===== src/rtl/updown_counter_gen.sv =====
// Prescaled up/down counter with run/stop FSM, clear, saturating load and wrap pulse.
// Optional display freeze (lap hold) enabled by defining LAP_HOLD_EN.
module updown_counter_gen #(
  parameter int CLK_DIV   = 10_000_000,
  parameter int MAX_COUNT = 9999,
  parameter int CNT_W     = 14
) (
  input  logic             clk,
  input  logic             reset,
  input  logic             i_run_stop,
  input  logic             i_clear,
  input  logic             i_mode,
  input  logic             i_load,
  input  logic [CNT_W-1:0] i_load_val,
  input  logic             i_lap,
  output logic [CNT_W-1:0] o_count,
  output logic [CNT_W-1:0] o_disp,
  output logic             o_tc,
  output logic             o_running
);

  localparam int PW = (CLK_DIV > 2) ? $clog2(CLK_DIV) : 1;
  localparam logic [PW-1:0]    PRESC_LAST = PW'(CLK_DIV - 1);
  localparam logic [CNT_W-1:0] MAX_C      = CNT_W'(MAX_COUNT);

  typedef enum logic {STOP, RUN} state_t;

  state_t           state, state_nx;
  logic [PW-1:0]    presc;
  logic             tick;
  logic [CNT_W-1:0] count;
  logic [CNT_W-1:0] count_step;
  logic [CNT_W-1:0] load_sat;
  logic             wrap;
  logic             tc;

  always_ff @(posedge clk) begin
    if (reset) state <= STOP;
    else       state <= state_nx;
  end

  always_comb begin
    state_nx  = state;
    o_running = (state == RUN);
    if (i_run_stop) state_nx = (state == RUN) ? STOP : RUN;
  end

  always_comb begin
    count_step = count;
    wrap       = 1'b0;
    load_sat   = (i_load_val > MAX_C) ? MAX_C : i_load_val;
    if (!i_mode) begin
      if (count == MAX_C) begin
        count_step = '0;
        wrap       = 1'b1;
      end else begin
        count_step = count + CNT_W'(1);
      end
    end else begin
      if (count == '0) begin
        count_step = MAX_C;
        wrap       = 1'b1;
      end else begin
        count_step = count - CNT_W'(1);
      end
    end
  end

  // Clear and load both restart the prescaler and swallow any pending tick.
  always_ff @(posedge clk) begin
    if (reset || i_clear) begin
      presc <= '0;
      tick  <= 1'b0;
      count <= '0;
      tc    <= 1'b0;
    end else if (i_load) begin
      presc <= '0;
      tick  <= 1'b0;
      count <= load_sat;
      tc    <= 1'b0;
    end else begin
      tick <= 1'b0;
      tc   <= 1'b0;
      if (state == RUN) begin
        if (presc == PRESC_LAST) begin
          presc <= '0;
          tick  <= 1'b1;
        end else begin
          presc <= presc + PW'(1);
        end
        if (tick) begin
          count <= count_step;
          tc    <= wrap;
        end
      end
    end
  end

  assign o_count = count;
  assign o_tc    = tc;

`ifdef LAP_HOLD_EN
  logic             frozen;
  logic [CNT_W-1:0] hold;

  always_ff @(posedge clk) begin
    if (reset || i_clear) begin
      frozen <= 1'b0;
      hold   <= '0;
    end else if (i_lap) begin
      frozen <= ~frozen;
      if (!frozen) hold <= count;
    end
  end

  assign o_disp = frozen ? hold : count;
`else
  logic unused_lap;
  assign unused_lap = i_lap;
  assign o_disp     = count;
`endif

endmodule

===== config.mk =====
export PLATFORM = sky130hd
export DESIGN_NAME = updown_counter_gen
export DESIGN_NICKNAME = d
export VERILOG_FILES = /design/src/rtl/updown_counter_gen.sv
export SDC_FILE = /design/constraint.sdc
export NUM_CORES = 1
export LEC_CHECK = 0
export CORE_ASPECT_RATIO = 1.1
export CORE_MARGIN = 5
export CORE_UTILIZATION = 35
export DETAILED_ROUTE_END_ITERATION = 8
export GPL_ROUTABILITY_DRIVEN = 1
export SLEW_MARGIN = 20
export SYNTH_ARGS = -nofsm -noshare
export SYNTH_HDL_FRONTEND = slang
export SYNTH_SLANG_ARGS = --single-unit

===== constraint.sdc =====
create_clock -name clk -period 2.7 [get_ports clk]
set_clock_uncertainty 0.05 [all_clocks]
set_input_delay 0.81 -clock clk [delete_from_list [all_inputs] [get_ports clk]]
set_output_delay 0.81 -clock clk [all_outputs]
set_load 0.005 [all_outputs]

==> flow_summary.toml, run 1 <==
[floorplanning]
rows = 33
coreArea_um2 = 7515
die_h_um = 102.3
die_w_um = 93.94
initial_core_util_pct = 36.10
dieArea_um2 = 9613
num_io_pins = 51

[synthesis]
synth_seq_cells = 41
synth_cells = 346
synthArstFlopShare_pct = 0
dominantRegCellSynth = "dfxtp_1"
syn-num-nets = 370
synth_area_um2 = 2713
synth_cell_types = 61
yosysSeqAreaShare_pct = 30.26
synth_edf_count = 0
yosysWarnings = 0
synth.avg_cell_area_um2 = 7.840

[clocking]
clkTransAtPathRegs_ps = 90
post_cts_resized = 0
numCtsBuffers = 5
cts_root_buf = "clkbuf_8"
clock-sinks = 41
postCtsSetupBuffers = 0
htree_levels = 2
cts-hold-fix-buffers = 0
cts_tree = "done"
clk_latency_ps = 300
clockBufferDepth = 2

[worst_setup_path]
criticalPathCategory = "reg2out"
rrSetupSlack_ps = 500
cp_top_family = "flip-flops"
crit_path_cell_trace = "clkdlybuf4s50_1"
cp_num_buf_inv = 1
endpoint_kind = "primary output"
max_stage_delay_ps = 590
cp_slowest_cell = "dfxtp_1"
worstPathMaxFanout = 11
cp.arrival_ps = 1480
cp-start-kind = "flop"
critPathRequiredTime_ps = 1840

[finish]
layout_commonest_cell = "clkdlybuf4s50_1"
fin_cells = 493
fin_util_pct = 45.44
n_antenna_cell = 0
drive_above_1_share_pct = 9.021
nNetsFinal = 411
final.fill_count = 780
area_growth_pct = 25.88
final_cell_mix = "clkdlybuf4s50_1 (49), nor2_1 (43), dfxtp_1 (41), xnor2_1 (23), nand2_1 (19)"

[grt]
use_met3_pct = 2.725
met1_usage_pct = 20.63
track_usage_pct = 16.95
grt_busiest_layer = "met2"
grt_max_degree = 24
use_met2_pct = 28.89
antenna_found_initial = 0
grt_pass1_vias = 2650
grt_overflow = 0
grt_pass1_wl_um = 13060

[pwr]
ir_drop_mv = 0.1877
power-per-cell-area_nw_per_um2 = 453.9
p_leak_nw = 1.122
power_mw = 1.550

[sta]
fmax_ghz = 0.4281
relSlewSlack_pct = 63.90
hold_violations = 0
setup_tns_ps = 0
min_period_over_period_pct = 86.51
maxSlewViolCount = 0
tightestPinTransition_ps = 534.7
hold_slack_ps = 478.5
setup_viol = 0
period_needed_ps = 2336
grt_setup_unrepaired = "no"

[placement]
placed_cells = 485
dp_hpwl_um = 5794
port_buffers = 49
routabilityCongestion = 0.8813

[flow_run]
maxCapViolations = 0

[routing]
vias = 2705
drtAntennaViolNets = 0
wl_per_cell_um = 15.89
via_per_inst = 5.487
drc = 0
dr.pass1.iters = 4
drt_wl_total_um = 7836
first_iter_violations = 119

[run_status]
status = "finished, final reports clean"

[min_path]
min_path_type = "reg2reg"
worst paths after layout:
| kind | to | startpoint | cells past startpoint |
|---|---|---|---|
| worst max-delay path | o_disp[7] | o_count[7] | 1 |
| worst min register to register | presc[23] | presc[23] | 2 |
| worst max register to register | o_count[13] | o_count[0] | 8 |
| worst min-delay path | presc[23] | presc[23] | 2 |
where the power goes:
part / switching [mW] / internal, mW / total, mW / leakage, nW
combinational: 0.147 / 0.152 / 0.298 / 0.722
clock: 0.238 / 0.373 / 0.611 / 0.0687
sequential: 0.0248 / 0.616 / 0.640 / 0.332
total: 0.410 / 1.14 / 1.55 / 1.12
registers in the layout (all words and copies together) (netlist names):
signal,cells
presc,24
o_count,14
o_running,1
o_tc,1
tick,1
per-stage QoR:
| stage | setup WS, ps | cell area [µm²] |
|---|---|---|
| 5_1_grt | 211.1 | 3415 |
| 4_1_cts | 363.4 | 3415 |
| 2_1_floorplan | 478.5 | 2713 |
| 6_report | 364.1 | 3415 |
| 3_5_place_dp | 92.65 | 3277 |
| 3_3_place_gp | 101.1 | 3277 |
synth_stat cells, drive strengths merged, types with 4 or more instances:
cell	n	share of area [%]
nor2b	4	0.92
buf	18	5.0
nand2	19	2.6
o221ai	4	1.3
clkbuf	15	2.1
a21oi	18	3.3
xnor2	23	7.4
o22ai	4	0.92
inv	13	1.8
nand3	14	2.6
a211oi	4	1.1
and3	9	2.1
o21ai	10	1.8
and4	4	1.3
a41oi	4	1.8
nor3	17	3.1
nand4	8	1.8
dfxtp	41	30
o31ai	4	1.1
xor2	6	1.9
nor4	18	4.9
nor2	43	6.0
cell families after synthesis:
group                    Yosys count  share of synthesized area, %
AO/OA/AOI/OAI                     69                         17.90
multiplexers                       4                         1.568
AND/OR/NAND/NOR                  154                         30.63
flip-flops                        41                         30.26
buffers and inverters             46                         8.902
XOR/XNOR                          29                         9.363
adder cells (fa/ha/maj)            3                         1.384
layer usage:
| layer | part of all wire [%] | vias up | wire length [µm] |
|---|---|---|---|
| met1 | 44 | 1285 | 3484 |
| met4 | 2.7 | 0 | 214 |
| li1 | - | 1336 | - |
| met5 | 0 | - | 0 |
| met3 | 4.4 | 15 | 343 |
| met2 | 48 | 69 | 3794 |
cell type report:
| cell class | instances | area, µm² | share of cell area (%) |
|---|---|---|---|
| clock buffers | 5 | 68.82 | 2.015 |
| clock inverters | 3 | 68.82 | 2.015 |
| inverters | 13 | 48.80 | 1.429 |
| multi-input cells | 259 | 1650 | 48.33 |
| flip-flops and latches | 41 | 820.8 | 24.04 |
| well taps | 105 | 131.4 | 3.848 |
| repair buffers | 67 | 625.6 | 18.32 |
Power figures use the tool's default switching activity.
==> inputs of run 2 (changes only) <==
--- a/config.mk
+++ b/config.mk
@@ -7,7 +7,7 @@
 export LEC_CHECK = 0
 export CORE_ASPECT_RATIO = 1.1
 export CORE_MARGIN = 5
-export CORE_UTILIZATION = 35
+export CORE_UTILIZATION = 39
 export DETAILED_ROUTE_END_ITERATION = 8
 export GPL_ROUTABILITY_DRIVEN = 1
 export SLEW_MARGIN = 20
==> flow_summary.toml, run 2 (synthesized netlist as in run 1, its figures left out) <==
[run_status]
status = "finished, final reports clean"

[worst_setup_path]
criticalPathCategory = "reg2out"
worst-r2r-cell-count = 7
cp_slowest_cell = "clkdlybuf4s50_1"
critPathRequiredTime_ps = 1840
max_stage_delay_ps = 500
cp.arrival_ps = 1470
cp-start-kind = "flop"
crit_path_cell_trace = "buf_4, clkdlybuf4s50_1"
worstPathMaxFanout = 7
endpoint_kind = "primary output"

[placement]
port_buffers = 49
placed_area_um2 = 3268
dp_hpwl_um = 5840
routabilityCongestion = 0.8720
placed_cells = 463

[clocking]
numCtsBuffers = 5
post_cts_resized = 0
clock-sinks = 41
cts-hold-fix-buffers = 0
cts_root_buf = "clkbuf_8"
cts_tree = "done"
htree_levels = 2
clkTransAtPathRegs_ps = 90
clockBufferDepth = 2
clk_latency_ps = 300
postCtsSetupBuffers = 0

[floorplanning]
num_io_pins = 51
coreArea_um2 = 6671
initial_core_util_pct = 40.66
dieArea_um2 = 8725
die_w_um = 89.52
rows = 31
die_h_um = 97.47

[finish]
top_register = "presc"
area_growth_pct = 24.35
largest_register_ff_count = 24
fin_cells = 471
drive_above_1_share_pct = 9.254
nNetsFinal = 412
layout_commonest_cell = "clkdlybuf4s50_1"
n_antenna_cell = 0
final.fill_count = 663
final_area_um2 = 3373
final_cell_mix = "clkdlybuf4s50_1 (49), nor2_1 (43), dfxtp_1 (41), xnor2_1 (23), nand2_1 (19)"

[grt]
track_usage_pct = 18.61
grt_overflow = 0
grt_max_degree = 24
antenna_found_initial = 0
grt_pass1_wl_um = 12970
grt_pass1_vias = 2661

[routing]
dr.pass1.iters = 4
via_per_inst = 5.783
wl_per_cell_um = 16.57
drt_wl_total_um = 7804
drtAntennaViolNets = 0
vias = 2724
drc = 0
first_iter_violations = 147

[sta]
grt_setup_unrepaired = "no"
hold_violations = 0
setup_viol = 0
period_needed_ps = 2335
fmax_ghz = 0.4284
setup_tns_ps = 0
hold_slack_ps = 470.9
relSlewSlack_pct = 71.47
tightestPinTransition_ps = 426.6
min_period_over_period_pct = 86.46
maxSlewViolCount = 0

[pwr]
ir_drop_mv = 0.2939
power-per-cell-area_nw_per_um2 = 415.3
p_leak_nw = 1.118

[min_path]
min_path_type = "reg2reg"
hold_depth = 2

[flow_run]
maxCapViolations = 0
[run 2: cell count changes in the layout (fill, tap and decap cells not counted), sizes merged]
cell    delta
clkbuf     +2
buf        +1
bufinv     -2
[run 2: critical path: cells and delay by family (launching register included)]
kind	cells	cell delay [ps]
flip-flops	1	490
buffers and inverters	2	690
[run 2: path summary, 6_finish.rpt]
check             startpoint    endpoint  slack, ps
hold / removal     presc[23]   presc[23]        470
setup reg to reg  o_count[1]  o_count[9]        510
hold reg to reg    presc[23]   presc[23]        470
setup / recovery  o_count[5]  o_count[5]        370
[run 2: routing by layer]
layer	routed length, µm	GRT usage, %	up-vias
li1	-	-	1341
met1	3226	22.53	1285
met2	3895	31.48	82
met3	471	3.902	16
met4	210	7.102	0
met5	0	0	-
[run 2: report_power, final]
group          internal (mW)  switching (mW)  total, mW  leakage, nW
Sequential             0.616          0.0273      0.643        0.332
Combinational          0.154           0.146      0.300        0.732
Clock                  0.236           0.222      0.458       0.0549
Total                   1.01           0.395       1.40         1.12
[run 2: layout make-up]
class,instances,area (µm²),share of cell area (%)
clock buffer,7,96.34,2.856
clock inverter,1,8.758,0.2596
inverter,13,48.80,1.447
sequential,41,820.8,24.33
timing repair buffer,68,645.6,19.14
tap,82,102.6,3.042
multi-input combinational,259,1650,48.92
[run 2: stage by stage]
step	total power [mW]	util (%)	setup slack, ps
2_1_floorplan	0.8300	-	478.5
3_3_place_gp	0.9519	48.99	146.2
3_5_place_dp	0.9525	48.99	104.8
4_1_cts	1.417	50.56	355.8
5_1_grt	1.470	50.56	263.9
6_report	1.401	50.56	365.5
